File: config.mk
export PLATFORM = sky130hd
export DESIGN_NAME = pwm_capture
export DESIGN_NICKNAME = d
export VERILOG_FILES = /design/src/rtl/pwm_capture_pkg.sv /design/src/rtl/pwm_capture_pulse_in_sync.sv /design/src/rtl/pwm_capture.sv
export SDC_FILE = /design/constraint.sdc
export NUM_CORES = 1
export LEC_CHECK = 0
export CAP_MARGIN = 30
export CELL_PAD_IN_SITES_DETAIL_PLACEMENT = 1
export CELL_PAD_IN_SITES_GLOBAL_PLACEMENT = 2
export CORE_MARGIN = 2
export CORE_UTILIZATION = 35
export CTS_CLUSTER_DIAMETER = 100
export DETAILED_ROUTE_END_ITERATION = 8
export PLACE_DENSITY_LB_ADDON = 0.1
export REMOVE_ABC_BUFFERS = 1
export SLEW_MARGIN = 20
export SYNTH_ARGS = -nofsm -noshare
export SYNTH_HDL_FRONTEND = slang
export SYNTH_SLANG_ARGS = --single-unit
File: constraint.sdc
create_clock -name io_clk -period 11.95 [get_ports io_clk]
set_input_delay 2.39 -clock io_clk [delete_from_list [all_inputs] [get_ports io_clk]]
set_output_delay 2.39 -clock io_clk [all_outputs]
set_load 0.005 [all_outputs]
File: src/rtl/pwm_capture_pkg.sv
// Shared types and defaults for the pulse-train capture block.
package pwm_capture_pkg;

   localparam int DEF_RAM_WIDTH   = 32'd32;
   localparam int DEF_SYNC_STAGES = 32'd2;

   typedef enum logic [2:0] {
      ST_IDLE   = 3'd0,
      ST_ARM    = 3'd1,
      ST_ACTIVE = 3'd2,
      ST_GAP    = 3'd3,
      ST_DONE   = 3'd4
   } state_t;

   // Maps the raw pin level to "1 = active" whatever the idle polarity is.
   function automatic logic active_level(input logic raw, input logic idle_level);
      return raw ^ idle_level;
   endfunction

endpackage

File: src/rtl/pwm_capture_pulse_in_sync.sv
// Synchroniser chain plus one edge register; edges are reported in active-level terms
// (rise = entering the active level, fall = returning to the idle level).
module pwm_capture_pulse_in_sync
   import pwm_capture_pkg::*;
#(
   parameter int SYNC_STAGES = DEF_SYNC_STAGES
) (
   input  logic clk,
   input  logic rst_n,
   input  logic default_level,
   input  logic pulse_in,
   output logic rise,
   output logic fall
);

   logic [SYNC_STAGES-1:0] sync_r;
   logic                   prev_r;
   logic                   level_s;

   assign level_s = active_level(sync_r[SYNC_STAGES-1], default_level);

   // Synchroniser shift chain, preloaded with the idle level so reset never looks like an edge.
   always_ff @(posedge clk) begin
      if (!rst_n) begin
         sync_r <= {SYNC_STAGES{default_level}};
      end else begin
         sync_r <= {sync_r[SYNC_STAGES-2:0], pulse_in};
      end
   end

   // Edge register holding the previous normalised level.
   always_ff @(posedge clk) begin
      if (!rst_n) begin
         prev_r <= 1'b0;
      end else begin
         prev_r <= level_s;
      end
   end

   assign rise = level_s & ~prev_r;
   assign fall = ~level_s & prev_r;

endmodule

File: src/rtl/pwm_capture.sv
// Pulse-train capture: active width, gap width and pulse count per burst.
// Widths are counted on the synchronised input, so an N-clock pulse reads exactly N.
module pwm_capture
   import pwm_capture_pkg::*;
#(
   parameter int _RAM_WIDTH  = DEF_RAM_WIDTH,
   parameter int SYNC_STAGES = DEF_SYNC_STAGES
) (
   input  logic                  io_clk,
   input  logic                  io_rst,
   input  logic                  io_en,
   input  logic                  io_pulseIn,
   input  logic                  io_defaultLevel,
   input  logic [_RAM_WIDTH-1:0] io_pusle_times,
   input  logic [_RAM_WIDTH-1:0] io_timeout,
   output logic [_RAM_WIDTH-1:0] meas_pulseWidth,
   output logic [_RAM_WIDTH-1:0] meas_unaccessWidth,
   output logic [_RAM_WIDTH-1:0] meas_count,
   output logic                  width_valid,
   output logic                  gap_valid,
   output logic                  capture_busy,
   output logic                  capture_done,
   output logic                  err_timeout,
   output logic                  err_overflow
);

   localparam logic [_RAM_WIDTH-1:0] ZERO     = {_RAM_WIDTH{1'b0}};
   localparam logic [_RAM_WIDTH-1:0] ONE      = {{(_RAM_WIDTH-1){1'b0}}, 1'b1};
   localparam logic [_RAM_WIDTH-1:0] ALL_ONES = {_RAM_WIDTH{1'b1}};

   state_t                  state_r;
   logic                    en_prev_r;
   logic [_RAM_WIDTH-1:0]   times_r;
   logic [_RAM_WIDTH-1:0]   timeout_r;
   logic [_RAM_WIDTH-1:0]   width_cnt_r;
   logic [_RAM_WIDTH-1:0]   gap_cnt_r;
   logic [_RAM_WIDTH-1:0]   width_r;
   logic [_RAM_WIDTH-1:0]   gap_r;
   logic [_RAM_WIDTH-1:0]   count_r;
   logic                    width_valid_r;
   logic                    gap_valid_r;
   logic                    busy_r;
   logic                    done_r;
   logic                    err_timeout_r;
   logic                    err_overflow_r;

   logic                    rise_s;
   logic                    fall_s;
   logic                    arm_s;
   logic                    timeout_hit_s;
   logic [_RAM_WIDTH-1:0]   count_next_s;

   function automatic logic [_RAM_WIDTH-1:0] sat_inc(input logic [_RAM_WIDTH-1:0] value);
      logic [_RAM_WIDTH-1:0] result;
      if (value == ALL_ONES) begin
         result = value;
      end else begin
         result = value + ONE;
      end
      return result;
   endfunction

   pwm_capture_pulse_in_sync #(
      .SYNC_STAGES(SYNC_STAGES)
   ) u_sync (
      .clk          (io_clk),
      .rst_n        (io_rst),
      .default_level(io_defaultLevel),
      .pulse_in     (io_pulseIn),
      .rise         (rise_s),
      .fall         (fall_s)
   );

   assign arm_s        = io_en & ~en_prev_r;
   assign count_next_s = sat_inc(count_r);
   // The current gap cycle is gap_cnt_r + 1, so the limit is reached one count early.
   assign timeout_hit_s = (timeout_r != ZERO) && (gap_cnt_r >= (timeout_r - ONE));

   // Capture FSM, counters and result registers.
   always_ff @(posedge io_clk) begin
      if (!io_rst) begin
         state_r        <= ST_IDLE;
         en_prev_r      <= 1'b0;
         times_r        <= ZERO;
         timeout_r      <= ZERO;
         width_cnt_r    <= ZERO;
         gap_cnt_r      <= ZERO;
         width_r        <= ZERO;
         gap_r          <= ZERO;
         count_r        <= ZERO;
         width_valid_r  <= 1'b0;
         gap_valid_r    <= 1'b0;
         busy_r         <= 1'b0;
         done_r         <= 1'b0;
         err_timeout_r  <= 1'b0;
         err_overflow_r <= 1'b0;
      end else begin
         en_prev_r     <= io_en;
         width_valid_r <= 1'b0;
         gap_valid_r   <= 1'b0;
         done_r        <= 1'b0;
         case (state_r)
            ST_IDLE: begin
               if (arm_s) begin
                  times_r        <= io_pusle_times;
                  timeout_r      <= io_timeout;
                  count_r        <= ZERO;
                  err_timeout_r  <= 1'b0;
                  err_overflow_r <= 1'b0;
                  busy_r         <= 1'b1;
                  state_r        <= ST_ARM;
               end
            end
            ST_ARM: begin
               if (!io_en) begin
                  done_r  <= 1'b1;
                  busy_r  <= 1'b0;
                  state_r <= ST_IDLE;
               end else if (rise_s) begin
                  width_cnt_r <= ONE;
                  state_r     <= ST_ACTIVE;
               end
            end
            ST_ACTIVE: begin
               if (!io_en) begin
                  done_r  <= 1'b1;
                  busy_r  <= 1'b0;
                  state_r <= ST_IDLE;
               end else if (fall_s) begin
                  width_r       <= width_cnt_r;
                  width_valid_r <= 1'b1;
                  count_r       <= count_next_s;
                  if (count_r == ALL_ONES) begin
                     err_overflow_r <= 1'b1;
                  end
                  gap_cnt_r <= ONE;
                  if ((times_r != ZERO) && (count_next_s == times_r)) begin
                     state_r <= ST_DONE;
                  end else if (timeout_r == ONE) begin
                     err_timeout_r <= 1'b1;
                     state_r       <= ST_DONE;
                  end else begin
                     state_r <= ST_GAP;
                  end
               end else begin
                  width_cnt_r <= sat_inc(width_cnt_r);
                  if (width_cnt_r == ALL_ONES) begin
                     err_overflow_r <= 1'b1;
                  end
               end
            end
            ST_GAP: begin
               if (!io_en) begin
                  done_r  <= 1'b1;
                  busy_r  <= 1'b0;
                  state_r <= ST_IDLE;
               end else if (rise_s) begin
                  gap_r       <= gap_cnt_r;
                  gap_valid_r <= 1'b1;
                  width_cnt_r <= ONE;
                  state_r     <= ST_ACTIVE;
               end else if (timeout_hit_s) begin
                  err_timeout_r <= 1'b1;
                  state_r       <= ST_DONE;
               end else begin
                  gap_cnt_r <= sat_inc(gap_cnt_r);
                  if (gap_cnt_r == ALL_ONES) begin
                     err_overflow_r <= 1'b1;
                  end
               end
            end
            ST_DONE: begin
               done_r  <= 1'b1;
               busy_r  <= 1'b0;
               state_r <= ST_IDLE;
            end
            default: begin
               busy_r  <= 1'b0;
               state_r <= ST_IDLE;
            end
         endcase
      end
   end

   assign meas_pulseWidth    = width_r;
   assign meas_unaccessWidth = gap_r;
   assign meas_count         = count_r;
   assign width_valid        = width_valid_r;
   assign gap_valid          = gap_valid_r;
   assign capture_busy       = busy_r;
   assign capture_done       = done_r;
   assign err_timeout        = err_timeout_r;
   assign err_overflow       = err_overflow_r;

endmodule
Word level (Yosys, flattened, before mapping)
Index checks and enable logic that the tools add are counted.
- $add $sub $neg: 4
- order comparisons: 1
- equal/unequal tests: 30
- multiplexer cells: 55
- bitwise operators: 7
- reductions and logical operators: 23
- operators with widths (cell ; number):
    $mux W32 ; 15
    $pmux W32 S2 ; 3
    $add A32 B1 Y32 const B ; 3
    $eq A32 B32 Y1 const B ; 3
    $reduce_bool A32 Y1 ; 2
    $eq A32 B1 Y1 const B ; 1
    $eq A32 B32 Y1 ; 1
    $ge A32 B32 Y1 ; 1
    $sub A32 B1 Y32 const B ; 1
    $mux W3 ; 10
    $ne A2 B2 Y1 const B ; 14
    $mux W1 ; 21
    $reduce_and A9 Y1 ; 2
    $ne A3 B3 Y1 const B ; 4
    $pmux W3 S4 ; 1
    $reduce_and A3 Y1 ; 4
    $reduce_and A4 Y1 ; 2
    $reduce_and A7 Y1 ; 1
    $eq A3 B2 Y1 const B ; 2
    $pmux W1 S3 ; 2
    $reduce_and A6 Y1 ; 1
    $reduce_bool A2 Y1 ; 3
    $ne A2 B1 Y1 const B ; 2
    $ne A4 B4 Y1 const B ; 1
    13 further kinds ; 20
- flip-flop bits (word level): 237
- input port bits: 69
- output and inout port bits: 102
- logic and storage cells: 137

Logic depth before layout (Yosys ltp)
- depth after elaboration: 8
- mapped depth: 20
- mapped depth without buffers: 18

Cells and area by module
Synthesis repeated with hierarchy kept, for this count alone.
- cells, all modules: 1580
- area, all modules: 12363.1 um^2
- by module, submodules not included (module ; times used ; cells an instance ; area each (um^2) ; sequential area each (um^2)):
    pwm_capture ; 1 ; 1568 ; 12256.8 ; 4684.5
    pwm_capture_pulse_in_sync ; 1 ; 12 ; 106.4 ; 60.1

Worst setup path after synthesis
Ideal clock, no wire load.
- kind: register to register
- start: register timeout_r[8]
- end: register gap_cnt_r[28]
- library setup time: 0.115 ns
- data arrival time: 4.889 ns
- required time: 11.835 ns
- setup slack: 6.947 ns
- cell stages (with the launch flop): 20
- buffers on the path: 1
- period minus slack after synthesis: 5.003 ns
- cells stage by stage: dfxtp_1 or4_4 nor4_2 nand2_1 nor3_1 nand3_1 or2_2 nor4_1 xnor2_1 ha_1 a21o_1 a21o_1 a21oi_1 o21ai_0 a31o_2 a2111o_1 a2111o_1 buf_2 o21a_1 o21a_1
- word-level cells in the longest chain between the ends: 5
- elaborated cells on any way between the ends: 6
- classes of those cells: add/sub (1); order compare (1); eq/ne (1); reduce/logical (3)
- ends and longest elaborated chain (what ; line ; source):
    start: declaration ; pwm_capture.sv:34 ; logic [_RAM_WIDTH-1:0] timeout_r;
    start signal: assignment ; pwm_capture.sv:106 ; timeout_r <= io_timeout;
    $sub A32 B1 Y32 ; pwm_capture.sv:77 ; assign timeout_hit_s = (timeout_r != ZERO) && (gap_cnt_r >= (timeout_r - ONE));
    $ge A32 B32 Y1 ; pwm_capture.sv:77 ;
    $logic_and A1 B1 Y1 * ; pwm_capture.sv:77 ;
    $ne A2 B2 Y1 (no source line) * ; - ;
    $reduce_and A7 Y1 (no source line) * ; - ;
    end signal: assignment ; pwm_capture.sv:166 ; gap_cnt_r <= sat_inc(gap_cnt_r);
    end: declaration ; pwm_capture.sv:36 ; logic [_RAM_WIDTH-1:0] gap_cnt_r;
Mark *: on every way between the ends. The rest lies on a longest branch, timed or not.
A chain may end at the register's enable or synchronous reset.

Worst setup path after layout
- start: register timeout_r[8]
- end: register gap_cnt_r[31]
Same word-level chain as after synthesis.

==> results.txt <==
* Top-Level Pins: 171
- CP max stage cell: sky130_fd_sc_hd__a2111oi_4
* RSZ-0062 raised after global routing: no
- VDD sags by at most 0.0991 mV.
- The via count of the first global-routing pass came to 12066.
* Via count: 11858
- Clock edge transition at the registers on the reported setup and hold paths: 60 ps
- Sequential cells were found to cover 38.4% of the synthesized design area.
- Root Buffer Master: sky130_fd_sc_hd__clkbuf_16
- DPL Wire Length: 28500 um
- Measured along the y axis, the die boundary spans 192 um.
- Adding up every negative setup slack in the final design gives 0 ps.
* Die Wd: 192 um
* Total global routing overflow: 0
- Total standard cell area after synthesis: 12400 um2
- Setup slack on the critical path of the routed design comes to 6120 ps.
* Number of nets in the finished design: 1826
- The clock reaches the later pin of the worst-skew pair after 550 ps.
* Largest driver fanout on the critical path: 19
- Total of endpoints with negative setup slack in the final report: 0
- The worst path in the final design needs a cycle of 5830 ps, including I/O delays and setup.
- Maximum buffer depth of the clock tree: 3
- Worst slew slack as a fraction of its limit: 35.1%
- Max-cap violations in this run came to 0.
* Worst-case clock skew: 9.69 ps
* Mean instance size in the synthesized netlist: 7.71 um2
* Final-report max-slew violation count: 0
- Number of synthesized flops with an enable pin: 0
- In this run the critical register-to-register path is launched from timeout_r[8]$_SDFFE_PN0P_.
* Starting density of the core: 35.7%
- End-of-flow core utilization: 44.5%
- The post-route netlist has 5.34% of its cells at a drive strength greater than 1.
- Worst min-delay path class: reg -> reg
* Avg Vias per Cell: 5.40
* Static leakage: 5.31 nW
* Maximum operating frequency: 0.172 GHz
- The worst path uses 48.8% of the clock period.
- Final WL: 40500 um
* Total number of clock tree sinks: 237
- H-Tree Depth: 1
- Primary flip-flop cell chosen by synthesis mapping: sky130_fd_sc_hd__dfxtp_1
* Crit path required time: 12390 ps
- Number of design rule violations left after detail routing: 0
- Post-cts gate resize count: 0
- Routed WL per cell: 18.4 um
- RD Place Congestion: 0.819
- The first TritonRoute pass finished after 5 iterations.
* Count of cells along the worst register-to-register path: 18
- The synthesized design contains 237 register bits.
- Counting flops with an async set or reset pin after synthesis yields a share of 0%.
* Worst Path Arrival: 6270 ps
* PwrDens: 156 nW/um2
- Post-synth top area cell: sky130_fd_sc_hd__dfxtp_1
- In the final layout, flip-flops and latches occupy 4740 um2.
- The detail route stage leaves a number of antenna-violating nets equal to 0.
- Entering global routing, the biggest net connects 87 pins.
- Clock tree from TritonCTS: done
* Number of DRC markers after the initial detailed-route iteration: 445
- Yosys mapped the design onto 69 distinct sky130hd cell types.
* Filler Cells Inserted: 4172
* Site Rows: 68
* Worst flop-to-flop path endpoint: gap_cnt_r[31]$_SDFFE_PN0P_
- Ant. Diodes: 0
- Most frequent cells in the layout: sky130_fd_sc_hd__nand2_1 (341), sky130_fd_sc_hd__dfxtp_1 (237), sky130_fd_sc_hd__a21oi_1 (196)
- Tightest Pin Transition: 965 ps
- Worst path cell trace: or4_4 > nor4_2 > nand2_1 > nor3_1 > nand3_1 > or2_2 > nor4_1 > xnor2_1 > ha_1 > a21o_1 > a21o_1 > a21oi_1 > o21ai_0 > a31o_2 > a2111o_1 > a2111oi_4 > a21boi_0 > o21a_1
- Critical Path End: gap_cnt_r[31]$_SDFFE_PN0P_
- Counting every instance in the synthesized netlist gives 1604.
- Across every metal layer, demand over resource in global routing totals 22.0%.
* Area grow syn2layout: 24.5%
* Synth warnings: 0
* Most common cell after layout, fill and taps aside: sky130_fd_sc_hd__nand2_1
* IO buf count: 170
* Cts bufs inserted: 29
- Post-place setup slack: 6080 ps
* Critical path class: reg -> reg
- Share of the synthesized area in the top cell type: 38.4%
* Run status: complete, no violations
* Total area of multi-input combinational cells: 7140 um2
- The largest single stage delay on the critical path is 850 ps.
- Post-CTS Repair Setup Buffers: 0
* Setup crit start: timeout_r[8]$_SDFFE_PN0P_
- Setup slack on the worst reg-to-reg path comes out at 6120 ps.
- The initial antenna violation count was 0.
- By instance count, the cell type seen most on the critical path is sky130_fd_sc_hd__a21o_1.
* Standard cell core area: 34600 um2
- Crit. End Element: flip-flop
- Launching element type of the critical path: flip-flop
- Quantity of hold-fixing buffers added after cts: 0
- Number of hold violations in the final report: 0
- The first global-routing pass estimated 65000 um of wire.
* Cells taking the most area after synthesis: sky130_fd_sc_hd__dfxtp_1 (38%), sky130_fd_sc_hd__nand2_1 (10%), sky130_fd_sc_hd__a21oi_1 (8.0%)
- Die area: 36800 um2
power breakdown:
part | switching (mW) | internal [mW] | leakage [nW]
clock | 0.358 | 0.575 | 0.502
combinational | 0.338 | 0.227 | 2.89
sequential | 0.0606 | 0.836 | 1.92
total | 0.757 | 1.64 | 5.31
metal layers:
metal / GRT usage, % / part of all wire (%) / up-vias / wire length (um)
li1: - / - / 5864 / -
met1: 28.9 / 47 / 5771 / 18800
met2: 38.6 / 49 / 180 / 19700
met3: 2.85 / 3.3 / 43 / 1350
met4: 4.08 / 1.6 / 0 / 642
met5: 0 / 0 / - / 0
cell type report:
type | instances | area share [%]
multi-input combinational | 1240 | 46.4
sequential | 237 | 30.8
inverter | 28 | 0.699
timing repair buffer | 183 | 11.8
tap | 455 | 3.70
clock buffer | 43 | 5.77
clock inverter | 10 | 0.845
critical path: cells and delay by family, from the launching register on:
kind	cells	cell delay, ps
AO/OA/AOI/OAI	9	2690
AND/OR/NAND/NOR	7	2230
flip-flops	1	360
adder cells (fa/ha/maj)	1	260
XOR/XNOR	1	190
Yosys cell counts, types with 17 or more instances:
library cell / instances
sky130_fd_sc_hd__a21oi_1: 197
sky130_fd_sc_hd__and3_1: 19
sky130_fd_sc_hd__clkbuf_1: 77
sky130_fd_sc_hd__dfxtp_1: 237
sky130_fd_sc_hd__ha_1: 38
sky130_fd_sc_hd__inv_1: 28
sky130_fd_sc_hd__nand2_1: 341
sky130_fd_sc_hd__nand3_1: 41
sky130_fd_sc_hd__nand4_1: 42
sky130_fd_sc_hd__nor2_1: 113
sky130_fd_sc_hd__nor3_1: 33
sky130_fd_sc_hd__nor4_1: 31
sky130_fd_sc_hd__o21ai_0: 50
sky130_fd_sc_hd__or3_1: 17
sky130_fd_sc_hd__xnor2_1: 68
sky130_fd_sc_hd__xor2_1: 37
cells by family after synthesis:
group	Yosys count	synth area share [%]
DFF	237	38.4
buffers and inverters	127	4.06
AOI/OAI and AO/OA	378	18.5
muxes	5	0.425
xor gates and xnor gates	105	7.44
and+or+nand+nor	714	27.4
adders and majority gates	38	3.85
worst min path at each step:
| stage | slack (ps) | depth (start not counted) | endpoint | start |
|---|---|---|---|---|
| after CTS | 450 | 2 | u_sync.sync_r[1]$_DFF_P_ | u_sync.sync_r[0]$_DFF_P_ |
| final | 450 | 2 | u_sync.sync_r[1]$_DFF_P_ | u_sync.sync_r[0]$_DFF_P_ |
| after global placement | 410 | 2 | u_sync.sync_r[1]$_DFF_P_ | u_sync.sync_r[0]$_DFF_P_ |
| after detailed placement | 440 | 2 | u_sync.sync_r[1]$_DFF_P_ | u_sync.sync_r[0]$_DFF_P_ |
| after floorplan | 400 | 2 | u_sync.sync_r[1]$_DFF_P_ | u_sync.sync_r[0]$_DFF_P_ |
| after global routing | 480 | 2 | meas_unaccessWidth[13]$_SDFFE_PN0P_ | meas_unaccessWidth[13]$_SDFFE_PN0P_ |
metrics by stage:
| step | cell area, um2 | cells | hold WS [ps] | total power [mW] |
|---|---|---|---|---|
| after CTS | 15400 | 2194 | 453 | 2.43 |
| after detailed placement | 14300 | 2141 | 437 | 1.48 |
| after floorplan | 12000 | 1505 | 403 | 1.28 |
| after global routing | 15400 | 2196 | 477 | 2.53 |
| final | 15400 | 2196 | 452 | 2.39 |
| after global placement | 14300 | 2139 | 407 | 1.46 |
sequential cells by signal (all words and copies together), names as in the netlist:
signal / flops
timeout_r: 32
width_cnt_r: 32
meas_count: 32
u_sync.prev_r: 1
en_prev_r: 1
gap_cnt_r: 32
times_r: 32
u_sync.sync_r: 2
state_r: 3
capture_done: 1
err_timeout: 1
meas_unaccessWidth: 32
width_valid: 1
gap_valid: 1
err_overflow: 1
capture_busy: 1
meas_pulseWidth: 32
(Power assumes the default switching activity.)
